File: config.mk
export PLATFORM = sky130hd
export DESIGN_NAME = cci_mpf_shim_rd_throttle_flat
export DESIGN_NICKNAME = d
export VERILOG_FILES = /design/src/rtl/cci_mpf_if_pkg.sv /design/src/rtl/cci_mpf_if.sv /design/src/rtl/cci_mpf_prim_fifo_lutram.sv /design/src/rtl/cci_mpf_shim_rd_throttle.sv /design/src/flat_wrapper.sv
export SDC_FILE = /design/constraint.sdc
export NUM_CORES = 1
export LEC_CHECK = 0
export ABC_CLOCK_PERIOD_IN_PS = 6500
export CAP_MARGIN = 20
export CORE_AREA = 10 10 216 218
export DETAILED_ROUTE_END_ITERATION = 16
export DIE_AREA = 0 0 226 228
export PLACE_DENSITY = 0.6
export SYNTH_ARGS = -nofsm -noshare
export SYNTH_HDL_FRONTEND = slang
export SYNTH_SLANG_ARGS = --single-unit
File: constraint.sdc
create_clock -name clk -period 6.5 [get_ports clk]
set_input_delay 0.65 -clock clk [delete_from_list [all_inputs] [get_ports clk]]
set_output_delay 0.65 -clock clk [all_outputs]
set_load 0.005 [all_outputs]
File: src/rtl/cci_mpf_if_pkg.sv
// Shared CCI-MPF types: request/response channel structs, the in-flight read
// count type and the read-throttle error codes.
package cci_mpf_if_pkg;

  localparam int CCI_MPF_ADDR_W  = 42;
  localparam int CCI_MPF_MDATA_W = 16;
  localparam int CCI_MPF_DATA_W  = 64;

  localparam int CCI_MPF_DFLT_MAX_ACTIVE_READS = 128;
  localparam int CCI_MPF_RD_ACTIVE_CNT_W = $clog2(CCI_MPF_DFLT_MAX_ACTIVE_READS + 1);

  typedef struct packed {
    logic [CCI_MPF_ADDR_W-1:0]  addr;
    logic [CCI_MPF_MDATA_W-1:0] mdata;
  } t_cci_mpf_ReqMemHdr;

  typedef struct packed {
    logic                       rdValid;
    logic [CCI_MPF_MDATA_W-1:0] mdata;
    logic [CCI_MPF_DATA_W-1:0]  data;
  } t_cci_mpf_c0Rx;

  typedef struct packed {
    logic                      wrValid;
    t_cci_mpf_ReqMemHdr        hdr;
    logic [CCI_MPF_DATA_W-1:0] data;
  } t_cci_mpf_c1Tx;

  typedef struct packed {
    logic                       wrValid;
    logic [CCI_MPF_MDATA_W-1:0] mdata;
  } t_cci_mpf_c1Rx;

  // Count of reads in flight toward the QLP, sized for the default limit.
  typedef logic [CCI_MPF_RD_ACTIVE_CNT_W-1:0] t_cci_mpf_rd_active_cnt;

  typedef enum logic [1:0] {
    CCI_MPF_RD_ERR_NONE      = 2'd0,
    CCI_MPF_RD_ERR_OVERFLOW  = 2'd1,
    CCI_MPF_RD_ERR_UNDERFLOW = 2'd2
  } t_cci_mpf_rd_err;

  // Bits needed to hold the values 0..maxVal inclusive.
  function automatic int cci_mpf_cnt_bits(input int maxVal);
    return $clog2(maxVal + 1);
  endfunction

endpackage

File: src/rtl/cci_mpf_if.sv
// CCI-MPF channel bundle between the AFU, shims and the QLP.
interface cci_mpf_if;
  import cci_mpf_if_pkg::*;

  // Channel handshake: a request is transferred in every cycle its *Valid bit
  // is 1; there is no ready. Back-pressure is advisory via *AlmFull, and the
  // sender may still issue a bounded number of requests after seeing it.
  logic               reset_n;
  logic               C0TxRdValid;
  t_cci_mpf_ReqMemHdr C0TxHdr;
  logic               c0TxAlmFull;
  t_cci_mpf_c1Tx      c1Tx;
  logic               c1TxAlmFull;
  t_cci_mpf_c0Rx      c0Rx;
  t_cci_mpf_c1Rx      c1Rx;

  // A shim drives requests toward the QLP and receives flow control/responses.
  modport to_qlp (
    output C0TxRdValid, C0TxHdr, c1Tx,
    input  c0TxAlmFull, c1TxAlmFull, c0Rx, c1Rx
  );

  // A shim serves the AFU: it drives reset, flow control and responses.
  modport to_afu (
    output reset_n, c0TxAlmFull, c1TxAlmFull, c0Rx, c1Rx,
    input  C0TxRdValid, C0TxHdr, c1Tx
  );

endinterface

File: src/rtl/cci_mpf_prim_fifo_lutram.sv
// Small FIFO with a combinational head read (LUT-RAM style storage).
// The caller must not enqueue when full unless it dequeues in the same cycle.
module cci_mpf_prim_fifo_lutram #(
  parameter int WIDTH = 32,
  parameter int DEPTH = 4
) (
  input  logic                         clk,
  input  logic                         reset_n,
  input  logic [WIDTH-1:0]             enqData,
  input  logic                         enqEn,
  output logic                         notFull,
  output logic [WIDTH-1:0]             first,
  input  logic                         deqEn,
  output logic                         notEmpty,
  output logic [$clog2(DEPTH+1)-1:0]   count
);

  localparam int PTR_W = (DEPTH > 1) ? $clog2(DEPTH) : 1;
  localparam int CNT_W = $clog2(DEPTH + 1);

  logic [WIDTH-1:0] mem [DEPTH];
  logic [PTR_W-1:0] wrPtr;
  logic [PTR_W-1:0] rdPtr;

  // Pointers wrap explicitly so non-power-of-two depths work.
  function automatic logic [PTR_W-1:0] nextPtr(input logic [PTR_W-1:0] p);
    return (int'(p) == DEPTH - 1) ? '0 : p + PTR_W'(1);
  endfunction

  always_ff @(posedge clk) begin
    if (enqEn) begin
      mem[wrPtr] <= enqData;
    end
  end

  always_ff @(posedge clk or negedge reset_n) begin
    if (!reset_n) begin
      wrPtr <= '0;
      rdPtr <= '0;
      count <= '0;
    end else begin
      if (enqEn) begin
        wrPtr <= nextPtr(wrPtr);
      end
      if (deqEn) begin
        rdPtr <= nextPtr(rdPtr);
      end
      if (enqEn && !deqEn) begin
        count <= count + CNT_W'(1);
      end else if (deqEn && !enqEn) begin
        count <= count - CNT_W'(1);
      end
    end
  end

  assign first    = mem[rdPtr];
  assign notEmpty = (count != '0);
  assign notFull  = (int'(count) != DEPTH);

endmodule

File: src/rtl/cci_mpf_shim_rd_throttle.sv
// Read throttle shim: buffers AFU C0 read requests and limits the number of
// reads in flight toward the QLP. Everything except C0 Tx passes straight through.
module cci_mpf_shim_rd_throttle
  import cci_mpf_if_pkg::*;
#(
  parameter int MAX_ACTIVE_READS = 128,
  parameter int BUF_DEPTH        = 4,
  parameter int ALM_FULL_SLACK   = 2
) (
  input  logic                                  clk,
  input  logic                                  reset_n,
  cci_mpf_if.to_qlp                             qlp,
  cci_mpf_if.to_afu                             afu,
  output logic [$clog2(MAX_ACTIVE_READS+1)-1:0] rd_active,
  output logic                                  err_overflow,
  output logic                                  err_underflow
);

  localparam int ACTIVE_W = cci_mpf_cnt_bits(MAX_ACTIVE_READS);
  localparam int HDR_W    = $bits(t_cci_mpf_ReqMemHdr);
  localparam int CNT_W    = cci_mpf_cnt_bits(BUF_DEPTH);

  // Almost-full asserts early enough that ALM_FULL_SLACK more requests still fit.
  localparam int FIFO_ALM_THRESH   = BUF_DEPTH - ALM_FULL_SLACK;
  localparam int ACTIVE_ALM_THRESH = MAX_ACTIVE_READS - ALM_FULL_SLACK;

  logic [CNT_W-1:0]    fifoCount;
  logic                fifoNotEmpty;
  logic                fifoNotFull;
  logic [HDR_W-1:0]    fifoFirst;
  logic                doIssue;
  logic                doEnq;
  logic                rspValid;
  logic                almFullNext;

  logic [ACTIVE_W-1:0] rdActiveReg;
  logic                qlpRdValidReg;
  t_cci_mpf_ReqMemHdr  qlpHdrReg;
  logic                almFullReg;
  logic                errOverflowReg;
  logic                errUnderflowReg;

  // Pass-through paths.
  assign afu.reset_n     = reset_n;
  assign qlp.c1Tx        = afu.c1Tx;
  assign afu.c1TxAlmFull = qlp.c1TxAlmFull;
  assign afu.c0Rx        = qlp.c0Rx;
  assign afu.c1Rx        = qlp.c1Rx;

  assign rspValid = qlp.c0Rx.rdValid;

  assign doIssue = fifoNotEmpty && !qlp.c0TxAlmFull &&
                   (int'(rdActiveReg) < MAX_ACTIVE_READS);

  // A full buffer can still accept a request if the head leaves this cycle.
  assign doEnq = afu.C0TxRdValid && (fifoNotFull || doIssue);

  assign almFullNext = (int'(fifoCount) >= FIFO_ALM_THRESH) ||
                       qlp.c0TxAlmFull ||
                       (int'(rdActiveReg) >= ACTIVE_ALM_THRESH);

  cci_mpf_prim_fifo_lutram #(
    .WIDTH (HDR_W),
    .DEPTH (BUF_DEPTH)
  ) reqFifo (
    .clk      (clk),
    .reset_n  (reset_n),
    .enqData  (afu.C0TxHdr),
    .enqEn    (doEnq),
    .notFull  (fifoNotFull),
    .first    (fifoFirst),
    .deqEn    (doIssue),
    .notEmpty (fifoNotEmpty),
    .count    (fifoCount)
  );

  always_ff @(posedge clk or negedge reset_n) begin
    if (!reset_n) begin
      qlpRdValidReg <= 1'b0;
      qlpHdrReg     <= '0;
    end else begin
      qlpRdValidReg <= doIssue;
      if (doIssue) begin
        qlpHdrReg <= t_cci_mpf_ReqMemHdr'(fifoFirst);
      end
    end
  end

  // Issue and response in the same cycle cancel; a stray response never wraps.
  always_ff @(posedge clk or negedge reset_n) begin
    if (!reset_n) begin
      rdActiveReg <= '0;
    end else if (doIssue && !rspValid) begin
      rdActiveReg <= rdActiveReg + ACTIVE_W'(1);
    end else if (rspValid && !doIssue && (rdActiveReg != '0)) begin
      rdActiveReg <= rdActiveReg - ACTIVE_W'(1);
    end
  end

  always_ff @(posedge clk or negedge reset_n) begin
    if (!reset_n) begin
      almFullReg      <= 1'b1;
      errOverflowReg  <= 1'b0;
      errUnderflowReg <= 1'b0;
    end else begin
      almFullReg      <= almFullNext;
      errOverflowReg  <= afu.C0TxRdValid && !fifoNotFull && !doIssue;
      errUnderflowReg <= rspValid && (rdActiveReg == '0);
    end
  end

  assign qlp.C0TxRdValid = qlpRdValidReg;
  assign qlp.C0TxHdr     = qlpHdrReg;
  assign afu.c0TxAlmFull = almFullReg;
  assign rd_active       = rdActiveReg;
  assign err_overflow    = errOverflowReg;
  assign err_underflow   = errUnderflowReg;

endmodule

File: src/flat_wrapper.sv
// flat-port wrapper written by rule: the top's interface ports become plain ports
module cci_mpf_shim_rd_throttle_flat import cci_mpf_if_pkg::*;
#(
  parameter int MAX_ACTIVE_READS = 128,
  parameter int BUF_DEPTH        = 4,
  parameter int ALM_FULL_SLACK   = 2
)
  (clk, reset_n, rd_active, err_overflow, err_underflow, qlp_C0TxRdValid, qlp_C0TxHdr, qlp_c1Tx, qlp_c0TxAlmFull, qlp_c1TxAlmFull, qlp_c0Rx, qlp_c1Rx, afu_reset_n, afu_c0TxAlmFull, afu_c1TxAlmFull, afu_c0Rx, afu_c1Rx, afu_C0TxRdValid, afu_C0TxHdr, afu_c1Tx);
  cci_mpf_if qlp_i ();
  cci_mpf_if afu_i ();
  input  logic clk;
  input  logic reset_n;
  output logic [$clog2(MAX_ACTIVE_READS+1)-1:0] rd_active;
  output logic err_overflow;
  output logic err_underflow;
  output wire logic [$bits(qlp_i.C0TxRdValid)-1:0] qlp_C0TxRdValid;
  output wire logic [$bits(qlp_i.C0TxHdr)-1:0] qlp_C0TxHdr;
  output wire logic [$bits(qlp_i.c1Tx)-1:0] qlp_c1Tx;
  input wire logic [$bits(qlp_i.c0TxAlmFull)-1:0] qlp_c0TxAlmFull;
  input wire logic [$bits(qlp_i.c1TxAlmFull)-1:0] qlp_c1TxAlmFull;
  input wire logic [$bits(qlp_i.c0Rx)-1:0] qlp_c0Rx;
  input wire logic [$bits(qlp_i.c1Rx)-1:0] qlp_c1Rx;
  output wire logic [$bits(afu_i.reset_n)-1:0] afu_reset_n;
  output wire logic [$bits(afu_i.c0TxAlmFull)-1:0] afu_c0TxAlmFull;
  output wire logic [$bits(afu_i.c1TxAlmFull)-1:0] afu_c1TxAlmFull;
  output wire logic [$bits(afu_i.c0Rx)-1:0] afu_c0Rx;
  output wire logic [$bits(afu_i.c1Rx)-1:0] afu_c1Rx;
  input wire logic [$bits(afu_i.C0TxRdValid)-1:0] afu_C0TxRdValid;
  input wire logic [$bits(afu_i.C0TxHdr)-1:0] afu_C0TxHdr;
  input wire logic [$bits(afu_i.c1Tx)-1:0] afu_c1Tx;
  assign qlp_C0TxRdValid = qlp_i.C0TxRdValid;
  assign qlp_C0TxHdr = qlp_i.C0TxHdr;
  assign qlp_c1Tx = qlp_i.c1Tx;
  assign qlp_i.c0TxAlmFull = qlp_c0TxAlmFull;
  assign qlp_i.c1TxAlmFull = qlp_c1TxAlmFull;
  assign qlp_i.c0Rx = qlp_c0Rx;
  assign qlp_i.c1Rx = qlp_c1Rx;
  assign afu_reset_n = afu_i.reset_n;
  assign afu_c0TxAlmFull = afu_i.c0TxAlmFull;
  assign afu_c1TxAlmFull = afu_i.c1TxAlmFull;
  assign afu_c0Rx = afu_i.c0Rx;
  assign afu_c1Rx = afu_i.c1Rx;
  assign afu_i.C0TxRdValid = afu_C0TxRdValid;
  assign afu_i.C0TxHdr = afu_C0TxHdr;
  assign afu_i.c1Tx = afu_c1Tx;
  cci_mpf_shim_rd_throttle #(.MAX_ACTIVE_READS(MAX_ACTIVE_READS), .BUF_DEPTH(BUF_DEPTH), .ALM_FULL_SLACK(ALM_FULL_SLACK)) u_core (.clk(clk), .reset_n(reset_n), .qlp(qlp_i), .afu(afu_i), .rd_active(rd_active), .err_overflow(err_overflow), .err_underflow(err_underflow));
endmodule
==> results of run 1 <==
==> critical path, delay by kind of cell <==
kind / cells / cell delay (ns)
xor gates and xnor gates: 2 / 0.32
buffers and inverters: 4 / 1.27
and+or+nand+nor: 3 / 0.60
adders and majority gates: 2 / 0.70
==> where the power goes <==
group / leakage [nW] / total [mW] / internal (mW) / switching, mW
Sequential: 3.07 / 3.01 / 2.69 / 0.325
Combinational: 1.70 / 1.98 / 1.02 / 0.960
Clock: 0.520 / 1.83 / 1.06 / 0.770
Total: 5.30 / 6.82 / 4.77 / 2.05
==> kinds of logic (layout without fill, tap and decap cells) <==
group | Yosys count | after routing | share of synthesized area [%]
AOI/OAI and AO/OA | 26 | 26 | 1.463
xor gates and xnor gates | 6 | 6 | 0.3914
adders and majority gates | 14 | 14 | 1.416
buffers and inverters | 257 | 207 | 13.54
DFF | 309 | 309 | 66.23
muxes | 66 | 66 | 10.40
and+or+nand+nor | 213 | 213 | 6.568
==> worst max path at each step <==
stage	from	to	slack [ns]	cells past startpoint
after floorplan	qlp_c0TxAlmFull	u_core.reqFifo.mem[0][0]	3.36	5
after global placement	qlp_c0TxAlmFull	u_core.reqFifo.count[2]	2.90	11
after detailed placement	qlp_c0TxAlmFull	u_core.rd_active[5]	2.87	9
after CTS	qlp_c0TxAlmFull	u_core.reqFifo.count[2]	3.38	11
after global routing	qlp_c0TxAlmFull	u_core.reqFifo.count[2]	3.20	11
final	qlp_c0TxAlmFull	u_core.reqFifo.count[2]	3.38	11
==> registers in the layout, indices dropped and copies added (netlist names) <==
signal / flops
u_core.reqFifo.wrPtr: 2
u_core.err_overflow: 1
u_core.reqFifo.rdPtr: 2
u_core.err_underflow: 1
u_core.rd_active: 8
u_core.reqFifo.count: 3
u_core.qlp.C0TxRdValid: 1
u_core.reqFifo.mem: 232
u_core.afu.c0TxAlmFull: 1
u_core.qlp.C0TxHdr: 58
==> stage by stage <==
| step | std cells | setup slack (ns) | area [um^2] | util [%] |
|---|---|---|---|---|
| after CTS | 1387 | 3.381 | 14780 | 34.78 |
| after global routing | 1387 | 3.199 | 14780 | 34.78 |
| after global placement | 1325 | 2.904 | 13710 | 32.26 |
| after detailed placement | 1325 | 2.874 | 13710 | 32.26 |
| after floorplan | 891 | 3.364 | 13430 | - |
| final | 1387 | 3.379 | 14780 | 34.78 |
==> synthesized netlist by cell type (5+ instances only) <==
| cell | count |
|---|---|
| buf_4 | 223 |
| ha_1 | 12 |
| edfxtp_1 | 232 |
| mux4_2 | 58 |
| nand2_1 | 179 |
| o21ai_0 | 6 |
| inv_1 | 6 |
| clkbuf_1 | 14 |
| dfrtp_1 | 76 |
| buf_2 | 13 |
| nor2_1 | 5 |
| mux2_2 | 6 |
==> layout by cell type, fill, tap and decap left out, types with 3 or more instances in the layout <==
cell / Yosys / routed
edfxtp_1: 232 / 232
nand2_1: 179 / 179
clkdlybuf4s50_1: 0 / 133
dfrtp_1: 76 / 74
mux4_2: 58 / 58
clkbuf_16: 0 / 34
ha_1: 12 / 12
clkbuf_1: 14 / 8
inv_1: 6 / 6
o21ai_0: 6 / 6
mux2_2: 6 / 6
nor2_1: 5 / 5
clkinv_2: 0 / 5
buf_4: 223 / 5
and2_4: 0 / 4
clkbuf_8: 0 / 4
nor4_1: 3 / 3
nor3_1: 3 / 3
xnor2_1: 3 / 3
nand2b_1: 3 / 3
a21oi_1: 3 / 3
xor2_1: 3 / 3
inv_6: 0 / 3
clkinv_1: 0 / 3
==> layout make-up <==
type	instances	area share, %
multi-input combinational	325	18.49
inverter	7	0.1778
tap	546	4.622
timing repair buffer	138	9.260
clock inverter	16	0.8972
sequential	309	60.23
clock buffer	46	6.331
==> per-layer routing <==
layer	wire length [um]	share of wire (%)	vias up	track usage (%)
met3	14910	27	50	25.74
met4	602	1.1	10	3.230
li1	-	-	2808	-
met5	224	0.41	-	3.809
met1	14990	28	3285	16.97
met2	23520	43	578	29.95
==> impl_metrics.tcl, run 1 <==
set metrics [dict create \
    clock_tree_from_tritoncts "yes" \
    number_of_global_route_vias_before_repair 7090 \
    timing.max_cap.violations 0 \
    multiInputGateArea_um2 2733 \
    initial_core_util_pct 31.60 \
    timing.slew.headroom_pct 31.50 \
    gp_routability_congestion 0.8088 \
    routed-via-count 6731 \
    post_synth_inst_count 891 \
    floorplan.io_pins 577 \
    setup_viol 0 \
    global_route.usage.total_pct 20.48 \
    final-hold-violation-count 0 \
    postCtsSetupRepairBufs 0 \
    yosys_register_bits 309 \
    grt_antenna_before_repair 2 \
    r2r-start "u_core.rd_active[7]" \
    buffer_ports.inserted 134 \
    cp_data_arrival_time_ns 3.55 \
    clock_skew_after_layout_ns 0.01735 \
    timing.critical_path.fanout_max 63 \
    synth_area_per_cell_um2 15.07 \
    post_synth_edffs 232 \
    synth_top_cell_by_area "edfxtp_1" \
    min_period_over_period_pct 48.02 \
    clock_buffer_count_from_cts 34 \
    insertion_delay_ns 0.52 \
    holdCritPathClass "in2async" \
    status "finished clean" \
    grt_start_max_net_pins 64 \
    placeableCoreArea_um2 42510 \
    yosys_warnings 0 \
    cp_data_required_time_ns 6.93 \
    antenna_cells 0 \
    h-tree-depth 2 \
    worst_setup_path_end_kind "flip-flop" \
    criticalPathCategory "in2reg" \
    critical-path-slowest-cell "buf_4" \
    seq_area_frac_synth_pct 66.23 \
    cts.sink_count 309 \
    ctsRootBufferMaster "clkbuf_16" \
    power_density_nw_per_um2 461.6 \
    rsz0062_at_grt "false" \
    hold_buffers 0 \
    ff2ff_setup_slack_ns 3.57 \
    remaining_drc_errors 0 \
    synth_cell_types 48 \
    finalSetupTns_ns 0 \
    static-leakage-power_nw 5.295 \
    syn_area_um2 13430 \
    r2r.worst_path.cells 8 \
    worst_path_most_repeated_cell "xor2_1" \
    synth_top_cells_by_area "edfxtp_1, dfrtp_1, buf_4" \
    placement_rows 76 \
    total_power_mw 6.823 \
    cts_resized 0 \
    route.detailed.wl_per_inst_um 39.11 \
    irDropWorstVdd_uv 230.7 \
    detailed_placer_s_ending_hpwl_um 43180 \
    die_area_um2 51530 \
    avgViaCountPerCell 4.853 \
    share_of_synthesized_registers_carrying_an_async_set_or_reset_pct 24.92 \
    timing.critical_path.cells "clkdlybuf4s50_1 -> or2_0 -> nor2_4 -> inv_2 -> buf_4 -> ha_1 -> inv_1 -> fa_1 -> xor2_1 -> nor2_1 -> xor2_1" \
    synth_flop_cell "edfxtp_1" \
    timing_worst_slew_pin_value_ns 1.028 \
    first_pass_iters 4 \
    drive_gt1_share_pct 15.93 \
    synth.top_cell.area_share_pct 51.87 \
    synth.net_count 1189 \
    grt_pass1_wl_um 70680 \
    detail_route.wirelength_um 54240 \
    die_w_um 226 \
    fin_worst_hold_slack_ns 0.1283 \
    crit-reg2reg-capture "u_core.rd_active[5]" \
    grt.overflow.total 0 \
    nets 1113 \
    seqCellArea_um2 8902 \
    n_fill_cell 3999 \
    worst_setup_hold_path_clk_slew_ns 0.06 \
    period_minus_ws_final_ns 3.121 \
    die_h_um 228 \
    clock_tree.buffer_depth 3 \
    area_growth_pct 10.06 \
    remaining_number_of_nets_flagged_by_the_antenna_check_after_routing 0 \
    detail_route.iter0.violations 396 \
    fmaxAchievable_mhz 320.4 \
    critical_path.startpoint_type "primary input" \
    critPathMaxStageDelay_ns 0.61 \
    timing_max_transition_violations_final 0 \
]
No activity file was read; power rests on OpenSTA's default activity.
==> run 2: changes to the inputs <==
- ABC_CLOCK_PERIOD_IN_PS: 6500 -> 2800
- CORE_AREA: 10 10 216 218 -> 10 10 214 216
- DIE_AREA: 0 0 226 228 -> 0 0 224 226
- PLACE_DENSITY: 0.6 -> 0.64
- clock period: 6.5 -> 2.8 ns (I/O delays scaled with it)
==> run 2 against run 1 <==
Largest power group unchanged. Critical path depth down 3. Sequential share of layout area down 0.87 points. Via count up 0.86%. Sequential cell count unchanged. Total power up 130%. Final area up 1.4%. Worst hold slack better by 0.20 ns. Critical path type is now reg2reg. Routed wire length up 9.3%. Cell count up 1.1%. Largest cell class unchanged. Global-route usage up 2.1 points. Combinational power rose to 2.5 times the previous value.
==> impl_metrics.tcl, run 2 (synthesis results as in run 1) <==
set metrics [dict create \
    detailed_placer_s_ending_hpwl_um 48890 \
    detail_route.wirelength_um 59280 \
    dpl_worst_slack_ns 0.06985 \
    holdCritPathClass "in2reg" \
    final_core_util_pct 36.07 \
    routed-via-count 6789 \
    r2r.worst_path.cells 8 \
    finalWorstSetupSlack_ns 0.3647 \
    route.detailed.wl_per_inst_um 42.28 \
    final-hold-violation-count 0 \
    power_density_nw_per_um2 1063 \
    timing.slew.headroom_pct 42.14 \
    static-leakage-power_nw 5.425 \
    h-tree-depth 1 \
    die_area_um2 50620 \
    avgViaCountPerCell 4.842 \
    grt_antenna_before_repair 4 \
    critical_path.startpoint_type "flip-flop" \
    cts.sink_count 309 \
    finalSetupTns_ns 0 \
    hold_buffers 1 \
    detail_route.iter0.violations 462 \
    timing_max_transition_violations_final 0 \
    number_of_global_route_vias_before_repair 7043 \
    final_design_area_no_fill_um2 14990 \
    timing_worst_slew_pin_value_ns 0.8679 \
    placed_area_um2 13960 \
    clock_buffer_count_from_cts 31 \
    cts_resized 0 \
    die_w_um 224 \
    setup_viol 0 \
    clock_tree_from_tritoncts "yes" \
    worst_setup_path_end_kind "flip-flop" \
    remaining_number_of_nets_flagged_by_the_antenna_check_after_routing 0 \
    area_growth_pct 11.65 \
    global_route.usage.total_pct 22.61 \
    rsz0062_at_grt "false" \
    ff2ff_setup_slack_ns 0.36 \
    nets 1135 \
    postCtsSetupRepairBufs 0 \
    register_with_the_highest_flop_count "u_core.reqFifo.mem" \
    worst_setup_hold_path_clk_slew_ns 0.06 \
    die_h_um 226 \
    clock_tree.buffer_depth 3 \
    crit_path_start "u_core.rd_active[7]" \
    timing.critical_path.fanout_max 7 \
    fin_worst_hold_slack_ns 0.3301 \
    cp_data_arrival_time_ns 2.88 \
    crit-reg2reg-capture "u_core.rd_active[6]" \
    first_pass_iters 4 \
    grt_start_max_net_pins 63 \
    r2r-start "u_core.rd_active[7]" \
    gp_routability_congestion 0.8843 \
    ctsRootBufferMaster "clkbuf_16" \
    criticalPathCategory "reg2reg" \
    grt_pass1_wl_um 74710 \
    placeableCoreArea_um2 41570 \
    cp_data_required_time_ns 3.24 \
    number_of_flip_flops_under_the_largest_register_name 232 \
    final_common_cell "edfxtp_1" \
    period_minus_ws_final_ns 2.435 \
    placement_rows 75 \
    floorplan.io_pins 577 \
    status "finished clean" \
    buffer_ports.inserted 134 \
    initial_core_util_pct 32.31 \
    n_fill_cell 3917 \
    timing.max_cap.violations 0 \
    grt.overflow.total 0 \
    irDropWorstVdd_uv 540.0 \
    drive_gt1_share_pct 17.98 \
    insertion_delay_ns 0.58 \
    critPathCapture "u_core.rd_active[6]" \
    clock_skew_after_layout_ns 0.03195 \
    fmaxAchievable_mhz 410.6 \
    min_period_over_period_pct 86.98 \
    layout.cells.most_common_list "edfxtp_1, nand2_1, clkdlybuf4s50_1" \
    remaining_drc_errors 0 \
]
## run 2: critical path, stage by stage, from the launching register on
cell	delay, ns
dfrtp_1	0.39
or2_0	0.24
nor3_2	0.21
inv_1	0.18
fa_1	0.46
a211oi_1	0.32
or4_1	0.16
nand4_1	0.07
mux2_1	0.29
## run 2: power breakdown
part	total (mW)	internal [mW]	switching (mW)
clock network	4.15	2.40	1.75
registers	6.84	6.22	0.623
logic	4.95	2.58	2.37
total	15.9	11.2	4.74
## run 2: cell type report
class / instances / area, um^2 / share of cell area [%]
sequential: 309 / 8900 / 59.35
multi-input combinational: 325 / 2733 / 18.22
timing repair buffer: 163 / 1634 / 10.90
clock buffer: 40 / 839.6 / 5.599
tap: 539 / 674.4 / 4.498
clock inverter: 18 / 185.2 / 1.235
inverter: 7 / 26.28 / 0.1752
antenna: 1 / 2.502 / 0.01669
## run 2: stage by stage
stage / instances / power, mW
3_3_place_gp: 1342 / 11.93
6_report: 1402 / 15.94
2_1_floorplan: 891 / 9.856
4_1_cts: 1401 / 16.16
3_5_place_dp: 1342 / 12.00
5_1_grt: 1401 / 16.83
## run 2: how the worst min path moves through the flow
stage,start,to,slack (ns),cells past startpoint
2_1_floorplan,reset_n,u_core.err_overflow,-0.02,0
3_3_place_gp,u_core.qlp.C0TxHdr[36],u_core.qlp.C0TxHdr[36],0.46,2
6_report,afu_C0TxHdr[1],u_core.reqFifo.mem[2][1],0.33,1
5_1_grt,afu_C0TxHdr[1],u_core.reqFifo.mem[2][1],0.33,1
3_5_place_dp,u_core.qlp.C0TxHdr[4],u_core.qlp.C0TxHdr[4],0.46,2
4_1_cts,afu_C0TxHdr[29],u_core.reqFifo.mem[2][29],0.31,1
## run 2: metal layers
metal	GRT usage, %	routed length, um	up-vias
met3	29.78	16970	52
met4	4.936	1163	10
met5	3.722	251	-
li1	-	-	2851
met1	14.37	12420	3319
met2	36.77	28480	557
==> run 3: changes to the inputs <==
- CORE_AREA: 10 10 214 216 -> 2 2 225 227
- DIE_AREA: 0 0 224 226 -> 0 0 227 229
- PLACE_DENSITY: 0.64 -> 0.55
==> run 3 against run 2 <==
Global-route usage is 0.71 points lower. Register-to-register slack about the same. Fmax decreased by 0.23%. Critical path type unchanged. Highest routed layer unchanged.
==> impl_metrics.tcl, run 3 (synthesis results as in run 1) <==
set metrics [dict create \
    power_density_nw_per_um2 1055 \
    multiInputGateArea_um2 2733 \
    grt.overflow.total 0 \
    timing_worst_slew_pin_value_ns 0.7708 \
    timing.slew.headroom_pct 48.62 \
    grt_pass1_wl_um 74040 \
    timing_max_transition_violations_final 0 \
    rsz0062_at_grt "false" \
    final_core_util_pct 30.76 \
    insertion_delay_ns 0.57 \
    timing.max_cap.violations 0 \
    area_growth_pct 13.72 \
    seqCellArea_um2 8902 \
    gr-usage-met1_pct 16.89 \
    criticalPathCategory "reg2reg" \
    die_w_um 227 \
    cp_data_required_time_ns 3.24 \
    cts.sink_count 309 \
    initial_core_util_pct 27.05 \
    critical-path-slowest-cell "dfrtp_1" \
    cts_resized 0 \
    placeableCoreArea_um2 49660 \
    fmaxAchievable_mhz 409.7 \
    grt_antenna_before_repair 4 \
    first_pass_iters 5 \
    clock_buffer_count_from_cts 31 \
    dpl_worst_slack_ns -0.02973 \
    holdCritPathClass "in2reg" \
    final_common_cell "edfxtp_1" \
    number_of_flip_flops_under_the_largest_register_name 232 \
    register_with_the_highest_flop_count "u_core.reqFifo.mem" \
    buffer_ports.inserted 134 \
    avgViaCountPerCell 4.494 \
    timing.critical_path.cells "or2_0 -> nor3_2 -> inv_1 -> ha_1 -> a211oi_1 -> or2_2 -> o311ai_0 -> mux2_1" \
    finalWorstSetupSlack_ns 0.3590 \
    ctsRootBufferMaster "clkbuf_16" \
    h-tree-depth 1 \
    remaining_number_of_nets_flagged_by_the_antenna_check_after_routing 0 \
    n_fill_cell 4975 \
    critical_path.startpoint_type "flip-flop" \
    global_route.usage.total_pct 21.91 \
    gp_routability_congestion 0.8624 \
    setup_viol 0 \
    grt_start_max_net_pins 63 \
    floorplan.io_pins 577 \
    detail_route.iter0.violations 488 \
    placed_area_um2 14260 \
    number_of_global_route_vias_before_repair 7104 \
    layout.cells.most_common_list "edfxtp_1, nand2_1, clkdlybuf4s50_1" \
    status "finished clean" \
    final_design_area_no_fill_um2 15270 \
    postCtsSetupRepairBufs 0 \
    worst_setup_hold_path_clk_slew_ns 0.07 \
    detailed_placer_s_ending_hpwl_um 47480 \
    min_period_over_period_pct 87.18 \
    grtUsageMet2_pct 35.41 \
    routed-via-count 6935 \
    die_area_um2 51980 \
    hold_buffers 1 \
    final-hold-violation-count 0 \
    route.detailed.wl_per_inst_um 37.86 \
    timing.critical_path.fanout_max 7 \
    placement_rows 82 \
    die_h_um 229 \
    period_minus_ws_final_ns 2.441 \
    static-leakage-power_nw 5.473 \
    worst_setup_path_end_kind "flip-flop" \
    gr-usage-met3_pct 26.52 \
    irDropWorstVdd_uv 577.2 \
    critPathMaxStageDelay_ns 0.41 \
    drive_gt1_share_pct 18.51 \
    detail_route.wirelength_um 58420 \
    finalSetupTns_ns 0 \
    clock_skew_after_layout_ns 0.01310 \
    cp_data_arrival_time_ns 2.88 \
    clock_tree_from_tritoncts "yes" \
    grt-busiest-layer "met2" \
    remaining_drc_errors 0 \
    nets 1143 \
    clock_tree.buffer_depth 3 \
]
-- run 3: cell types whose count changed in the layout (fill, tap and decap cells not counted), sizes merged --
cell | before | now
buf | 29 | 37
clkbuf | 40 | 43
bufinv | 3 | 2
clkinv | 12 | 11
clkinvlp | 1 | 0
-- run 3: power breakdown --
group | internal, mW | leakage, nW | switching, mW | total (mW)
sequential | 6.22 | 3.07 | 0.734 | 6.96
combinational | 2.70 | 1.91 | 2.38 | 5.07
clock | 2.33 | 0.492 | 1.74 | 4.08
total | 11.3 | 5.47 | 4.86 | 16.1
-- run 3: final timing paths --
check                                       startpoint                         to  slack, ns  cells after the start
worst min register to register  u_core.qlp.C0TxHdr[12]     u_core.qlp.C0TxHdr[12]       0.47                      2
worst max-delay path               u_core.rd_active[7]        u_core.rd_active[5]       0.36                      8
max in group asynchronous                      reset_n     u_core.qlp.C0TxHdr[11]       1.73                      3
worst min-delay path                   afu_C0TxHdr[50]  u_core.reqFifo.mem[0][50]       0.34                      1
min in group asynchronous                      reset_n     u_core.qlp.C0TxHdr[37]       0.43                      3
worst max register to register     u_core.rd_active[7]        u_core.rd_active[5]       0.36                      8
-- run 3: area by class of cell --
| class | count | share of cell area (%) |
|---|---|---|
| clock buffer | 43 | 5.636 |
| sequential | 309 | 58.29 |
| timing repair buffer | 171 | 11.58 |
| multi-input combinational | 325 | 17.89 |
| clock inverter | 15 | 0.9093 |
| inverter | 7 | 0.1720 |
| antenna | 1 | 0.01638 |
| tap | 672 | 5.505 |
-- run 3: worst max-delay path: cells and delay by family (launching register included) --
family	cells	cell delay (ns)
fa+ha+maj	1	0.31
compound gates	2	0.47
buf+inv	1	0.18
mux	1	0.32
flops	1	0.41
simple gates	3	0.62
-- run 3: per-layer routing --
layer	vias to the layer above	wire length (um)
li1	2861	-
met1	3416	14430
met2	606	27390
met3	48	16000
met4	4	568
met5	-	23
-- run 3: stage by stage --
step | cells | hold WS (ns) | total power, mW
2_1_floorplan | 891 | -0.01559 | 9.856
3_3_place_gp | 1483 | 0.4583 | 12.16
3_5_place_dp | 1483 | 0.4612 | 12.22
4_1_cts | 1542 | 0.3148 | 16.35
5_1_grt | 1542 | 0.3433 | 16.98
6_report | 1543 | 0.3440 | 16.11
